<file path="config.mk">
export PLATFORM = sky130hd
export DESIGN_NAME = uart_parity_engine
export DESIGN_NICKNAME = d
export VERILOG_FILES = /design/src/rtl/uart_parity_pkg.sv /design/src/rtl/uart_parity_rx_fsm.sv /design/src/rtl/uart_parity_engine.sv
export SDC_FILE = /design/constraint.sdc
export NUM_CORES = 1
export LEC_CHECK = 0
export ABC_AREA = 1
export CAP_MARGIN = 20
export CORE_ASPECT_RATIO = 1.25
export CORE_MARGIN = 4
export CORE_UTILIZATION = 40
export CTS_CLUSTER_SIZE = 25
export DETAILED_ROUTE_END_ITERATION = 8
export PLACE_DENSITY = 0.65
export SLEW_MARGIN = 25
export SYNTH_ARGS = -nofsm -noshare
export SYNTH_HDL_FRONTEND = slang
export SYNTH_SLANG_ARGS = --single-unit
</file>
<file path="constraint.sdc">
create_clock -name clock -period 1.7 [get_ports clock]
set_input_delay 0.255 -clock clock [delete_from_list [all_inputs] [get_ports clock]]
set_output_delay 0.255 -clock clock [all_outputs]
set_load 0.005 [all_outputs]
</file>
<file path="src/rtl/uart_parity_pkg.sv">
// Shared definitions for the UART parity engine: mode encodings, RX state enum, parity rule.
// Pure declarations; no latency of its own.
// No flow control; the helpers are combinational.
package uart_parity_pkg;

  // Parity mode encodings; 5..7 are treated as no parity.
  localparam logic [2:0] PAR_NONE  = 3'd0;
  localparam logic [2:0] PAR_EVEN  = 3'd1;
  localparam logic [2:0] PAR_ODD   = 3'd2;
  localparam logic [2:0] PAR_MARK  = 3'd3;
  localparam logic [2:0] PAR_SPACE = 3'd4;

  typedef enum logic [1:0] {
    IDLE = 2'd0,
    DATA = 2'd1,
    PAR  = 2'd2
  } rx_state_t;

  // Map the XOR of the data bits to the parity bit for a given mode.
  function automatic logic apply_parity_mode(input logic [2:0] mode, input logic xor_bit);
    logic p;
    case (mode)
      PAR_EVEN: p = xor_bit;
      PAR_ODD:  p = ~xor_bit;
      PAR_MARK: p = 1'b1;
      default:  p = 1'b0;   // space, none and reserved encodings
    endcase
    return p;
  endfunction

  // True when the mode carries a parity bit on the wire.
  function automatic logic parity_enabled(input logic [2:0] mode);
    return (mode == PAR_EVEN) || (mode == PAR_ODD) ||
           (mode == PAR_MARK) || (mode == PAR_SPACE);
  endfunction

endpackage

</file>
<file path="src/rtl/uart_parity_rx_fsm.sv">
// RX parity tracker: accumulates serial bits, checks the trailing parity bit.
// frame_done/parity_err register one cycle after the final qualifying bit.
// No backpressure; bit_valid is consumed whenever a frame is open.
module uart_parity_rx_fsm
  import uart_parity_pkg::*;
#(
  parameter int DATA_W = 8
) (
  input  logic       clock,
  input  logic       reset,
  input  logic [2:0] mode,
  input  logic       frame_start,
  input  logic       bit_valid,
  input  logic       bit_in,
  output logic       busy,
  output logic       frame_done,
  output logic       parity_err,
  output logic       err_event
);

  localparam int CNT_W = $clog2(DATA_W + 1);
  localparam logic [CNT_W-1:0] LAST_IDX = CNT_W'(DATA_W - 1);

  rx_state_t        state;
  logic [2:0]       rx_mode;
  logic             acc;
  logic [CNT_W-1:0] bit_cnt;

  logic data_bit_take;
  logic last_data_bit;
  logic par_bit_take;
  logic mismatch;

  // Qualify the incoming bit; a restart always takes priority over data.
  always_comb begin
    data_bit_take = (state == DATA) && bit_valid && !frame_start;
    last_data_bit = data_bit_take && (bit_cnt == LAST_IDX);
    par_bit_take  = (state == PAR) && bit_valid && !frame_start;
    mismatch      = par_bit_take && (bit_in != apply_parity_mode(rx_mode, acc));
  end

  // Same-edge error indication lets the status counters update with parity_err.
  assign err_event = mismatch && !reset;

  // Frame state machine with registered status pulses.
  always_ff @(posedge clock) begin
    if (reset) begin
      state      <= IDLE;
      rx_mode    <= PAR_NONE;
      acc        <= 1'b0;
      bit_cnt    <= '0;
      busy       <= 1'b0;
      frame_done <= 1'b0;
      parity_err <= 1'b0;
    end else begin
      frame_done <= 1'b0;
      parity_err <= 1'b0;
      if (frame_start) begin
        // Open or restart a frame; an abandoned frame never reports done.
        state   <= DATA;
        rx_mode <= mode;
        acc     <= 1'b0;
        bit_cnt <= '0;
        busy    <= 1'b1;
      end else begin
        case (state)
          IDLE: begin
            // Stray bit_valid outside a frame is dropped.
          end
          DATA: begin
            if (data_bit_take) begin
              acc     <= acc ^ bit_in;
              bit_cnt <= bit_cnt + CNT_W'(1);
              if (last_data_bit) begin
                if (parity_enabled(rx_mode)) begin
                  state <= PAR;
                end else begin
                  state      <= IDLE;
                  busy       <= 1'b0;
                  frame_done <= 1'b1;
                end
              end
            end
          end
          PAR: begin
            if (par_bit_take) begin
              state      <= IDLE;
              busy       <= 1'b0;
              frame_done <= 1'b1;
              parity_err <= mismatch;
            end
          end
          default: begin
            state <= IDLE;
            busy  <= 1'b0;
          end
        endcase
      end
    end
  end

endmodule

</file>
<file path="src/rtl/uart_parity_engine.sv">
// Parity generator (TX, parallel) and checker (RX, serial) with sticky/counted errors.
// TX parity 1 cycle after parity_load; RX status 1 cycle after the final bit.
// No backpressure; a load is accepted every cycle and RX bits whenever qualified.
module uart_parity_engine
  import uart_parity_pkg::*;
#(
  parameter int DATA_W    = 8,
  parameter int ERR_CNT_W = 8
) (
  input  logic                 clock,
  input  logic                 reset,
  input  logic [2:0]           mode,
  input  logic [DATA_W-1:0]    parity_data_in,
  input  logic                 parity_load,
  output logic                 parity_out,
  output logic                 parity_valid,
  input  logic                 frame_start,
  input  logic                 bit_valid,
  input  logic                 bit_in,
  input  logic                 err_clear,
  output logic                 busy,
  output logic                 frame_done,
  output logic                 parity_err,
  output logic                 err_sticky,
  output logic [ERR_CNT_W-1:0] err_count
);

  localparam logic [ERR_CNT_W-1:0] CNT_MAX = {ERR_CNT_W{1'b1}};
  localparam logic [ERR_CNT_W-1:0] CNT_ONE = ERR_CNT_W'(1);

  logic err_event;

  uart_parity_rx_fsm #(
    .DATA_W (DATA_W)
  ) u_rx_fsm (
    .clock       (clock),
    .reset       (reset),
    .mode        (mode),
    .frame_start (frame_start),
    .bit_valid   (bit_valid),
    .bit_in      (bit_in),
    .busy        (busy),
    .frame_done  (frame_done),
    .parity_err  (parity_err),
    .err_event   (err_event)
  );

  // TX parity register: recompute on each load, hold otherwise.
  always_ff @(posedge clock) begin
    if (reset) begin
      parity_out   <= 1'b0;
      parity_valid <= 1'b0;
    end else begin
      parity_valid <= parity_load;
      if (parity_load) begin
        parity_out <= apply_parity_mode(mode, ^parity_data_in);
      end
    end
  end

  // Error status; a new error outranks a same-cycle clear and restarts the count at one.
  always_ff @(posedge clock) begin
    if (reset) begin
      err_sticky <= 1'b0;
      err_count  <= '0;
    end else if (err_event) begin
      err_sticky <= 1'b1;
      if (err_clear) begin
        err_count <= CNT_ONE;
      end else if (err_count != CNT_MAX) begin
        err_count <= err_count + CNT_ONE;
      end
    end else if (err_clear) begin
      err_sticky <= 1'b0;
      err_count  <= '0;
    end
  end

endmodule

</file>
==> summary.txt <==
STA
  – Period utilization: 89.64%
  – Final Hold Fails: 0
  – Max Slew Vio Count: 0
  – Post-route minimum period: roughly 1.5 ns
  – Unrepaired setup endpoints after global routing: false
  – Worst slew margin: between 70% and 80%
  – Final worst-path setup slack: ~0.18 ns
  – Number of setup violations in the final report: 0
  – Setup_tns: 0 ns
  – F_max: 0.6562 GHz
  – Worst-Margin Slew: ~0.3 ns
  – Final worst hold slack: 0.4646 ns
  – Clk_skew: ~0.0013 ns

Min path
  – Min-delay worst type: flop to flop
  – HP Start: parity_out

Critical path
  – Setup CP Type: flop to flop
  – Worst reg2reg path startpoint: err_count[0]
  – Crit path capture type: flop
  – Crit Path Max Fanout: 7
  – R2R Setup Slk: around 0.18 ns
  – Crit path launch: err_count[0]
  – Startpoint Class: flop
  – Worst EP required: approximately 1.9 ns
  – Worst EP arrival: between 1.5 and 2 ns

Clocking
  – Worst-Skew Late Latency: 0.26 ns
  – Post-CTS setup buffers: 0
  – Post-CTS sizing: 0
  – CTS tree: built
  – CTS Root Cell: clkbuf_8
  – Post-CTS Hold Fix Bufs: 0
  – Max Buffers Root-to-Sink: 2
  – Max H-tree Level: 1
  – Clock-pin slew on the worst setup and hold paths: 0.08 ns
  – CTS sink cnt: 24
  – TritonCTS Buffers: 3

Routing
  – First drt pass iteration count: 4
  – Wirelength per Cell: approximately 10 µm
  – Antenna viol nets, final: 0
  – Drt initial violations: 41
  – Via count: roughly 1400
  – Vias per Instance: 4.824
  – Final wirelength: 3007 µm
  – Post-route DRC: 0

Logic synthesis
  – List of most frequent post-synthesis cells: 73 x nand2_1, 37 x inv_1, 24 x dfxtp_1, 21 x nor2_1, 16 x a21oi_1
  – Synth cell types: 23
  – Synth Register Bits: 24
  – Largest area contributor in the netlist: dfxtp_1
  – Number of synthesized flops with an enable pin: 0
  – Synth warn: 0
  – Sequential share of the synthesized area: 34.50%
  – Syn Inst Count: approximately 220
  – Mean Syn Cell Area: 6.359 µm²
  – Async SR Flop Fraction: 0%
  – Synth top area share: roughly 35%
  – Synth top area cells: dfxtp_1 35%, nand2_1 20%, inv_1 10%
  – Top_reg_cell synth: dfxtp_1
  – Syn nets: about 240
  – Most frequent cell after synthesis: nand2_1
  – Cell Area, Synth: 1393 µm²

Pwr
  – Clock power frac: 30.1%
  – Cell Int Power: 828.8 µW
  – Flop pwr share: around 53%
  – Final Power: 1111 µW
  – Combinational share of power: 17.3%
  – Net load switching power: approximately 280 µW
  – Switching Fraction: 25.44%
  – Worst IR drop on VDD: 0.3182 mV
  – Cell leakage power: roughly 0.00086 µW
  – Power density cells: roughly 600 nW/µm²

Final layout
  – Multi-input logic area: approximately 760 µm²
  – Fillers: 355
  – Layout cells sized above 1: around 8.5%
  – Ant diodes: 0
  – Nets@finish: roughly 280
  – P&R area growth vs syn: 32.08%
  – Layout Utilization: between 50 and 60%
  – Register Area: 480.5 µm²

Placed design
  – PortBufs: 31
  – GP Congestion: ~0.92
  – Pre-CTS setup slack: just over 0.07 ns
  – DP HPWL: between 2000 and 2500 µm

Global routing
  – Largest net degree at the start of global routing: 13
  – Initial antenna violation count: 0
  – Total GRT Usage: 14.45%
  – Vias in the first global route: between 1000 and 1500
  – First-pass GRT wire length: between 4000 and 5000 µm
  – Congestion Overflow GR: 0

Die
  – Vert. Die Dim: 73.97 µm
  – Core ar.: between 3000 and 4000 µm²
  – Top Ports: 32
  – Die width: slightly above 60 µm
  – Row count: 23
  – Die area: roughly 4500 µm²
  – Starting Density: 42.45%

Run status
  – Outcome: completed

Flow run
  – Max Cap Violations: 0
## state kept, by name, summed over array words and instances, names as in the netlist
signal / cells
err_sticky: 1
u_rx_fsm.parity_err: 1
u_rx_fsm.state: 2
u_rx_fsm.busy: 1
err_count: 8
parity_out: 1
u_rx_fsm.acc: 1
u_rx_fsm.rx_mode: 3
u_rx_fsm.bit_cnt: 4
u_rx_fsm.frame_done: 1
parity_valid: 1
## worst max-delay path, cell delays in order, from the launching register on
cell and delay [ns]:
dfxtp_1 0.40, ha_1 0.19, nand2_1 0.10, inv_1 0.11
nand4_2 0.13, nor2_4 0.16, nand2_4 0.08, nand2_4 0.11
nand2_1 0.07, a21oi_2 0.12
## layout by cell type, fill, tap and decap left out, drive strengths merged
cell	netlist	routed
nand3	13	13
dfxtp	24	24
o21ai	7	7
o31ai	1	1
nor2	22	22
clkbuf	0	3
buf	1	7
nand4	6	6
nand2	77	77
clkdlybuf4s50	0	31
nor3	1	1
nor4	2	2
xnor2	1	1
a21oi	18	18
a31oi	1	1
xor2	1	1
ha	5	5
inv	39	39
## kinds of logic (layout without fill, tap and decap cells)
| family | after synthesis | count (layout) | share of synthesized area [%] |
|---|---|---|---|
| AO/OA/AOI/OAI | 27 | 27 | 10.51 |
| XOR/XNOR | 2 | 2 | 1.258 |
| adder cells (fa/ha/maj) | 5 | 5 | 4.492 |
| buffers and inverters | 40 | 80 | 10.78 |
| flip-flops | 24 | 24 | 34.50 |
| AND/OR/NAND/NOR | 121 | 121 | 38.45 |
## power groups by stage
stage | logic, µW | registers [µW] | clock network [µW]
2_1_floorplan | 100 | 597 | 0
4_1_cts | 195 | 585 | 342
3_3_place_gp | 192 | 598 | 0
5_1_grt | 219 | 587 | 367
6_report | 192 | 585 | 334
3_5_place_dp | 193 | 598 | 0
## cell type report
type                       instances  area share, %
clock buffer                       3          2.245
inverter                          39          7.959
multi-input combinational        155          41.43
sequential                        24          26.12
tap                               37          2.517
timing repair buffer              38          19.73
## worst paths after layout
path         cells after the start      endpoint
min                              2    parity_out
min reg2reg                      2    parity_out
max reg2reg                      9  err_count[6]
max                              9  err_count[6]
## per-stage QoR
| stage | cells | cell area, µm² |
|---|---|---|
| 4_1_cts | 296 | 1839 |
| 3_3_place_gp | 293 | 1798 |
| 3_5_place_dp | 293 | 1798 |
| 6_report | 296 | 1839 |
| 2_1_floorplan | 219 | 1393 |
| 5_1_grt | 296 | 1839 |
## metal layers
metal	wire (µm)	vias to the layer above	global-route usage, %
li1	-	774	-
met2	1494	32	26.40
met5	0	-	0
met3	129	7	2.083
met4	66	0	6.988
met1	1316	615	15.92
(Power assumes the default switching activity.)
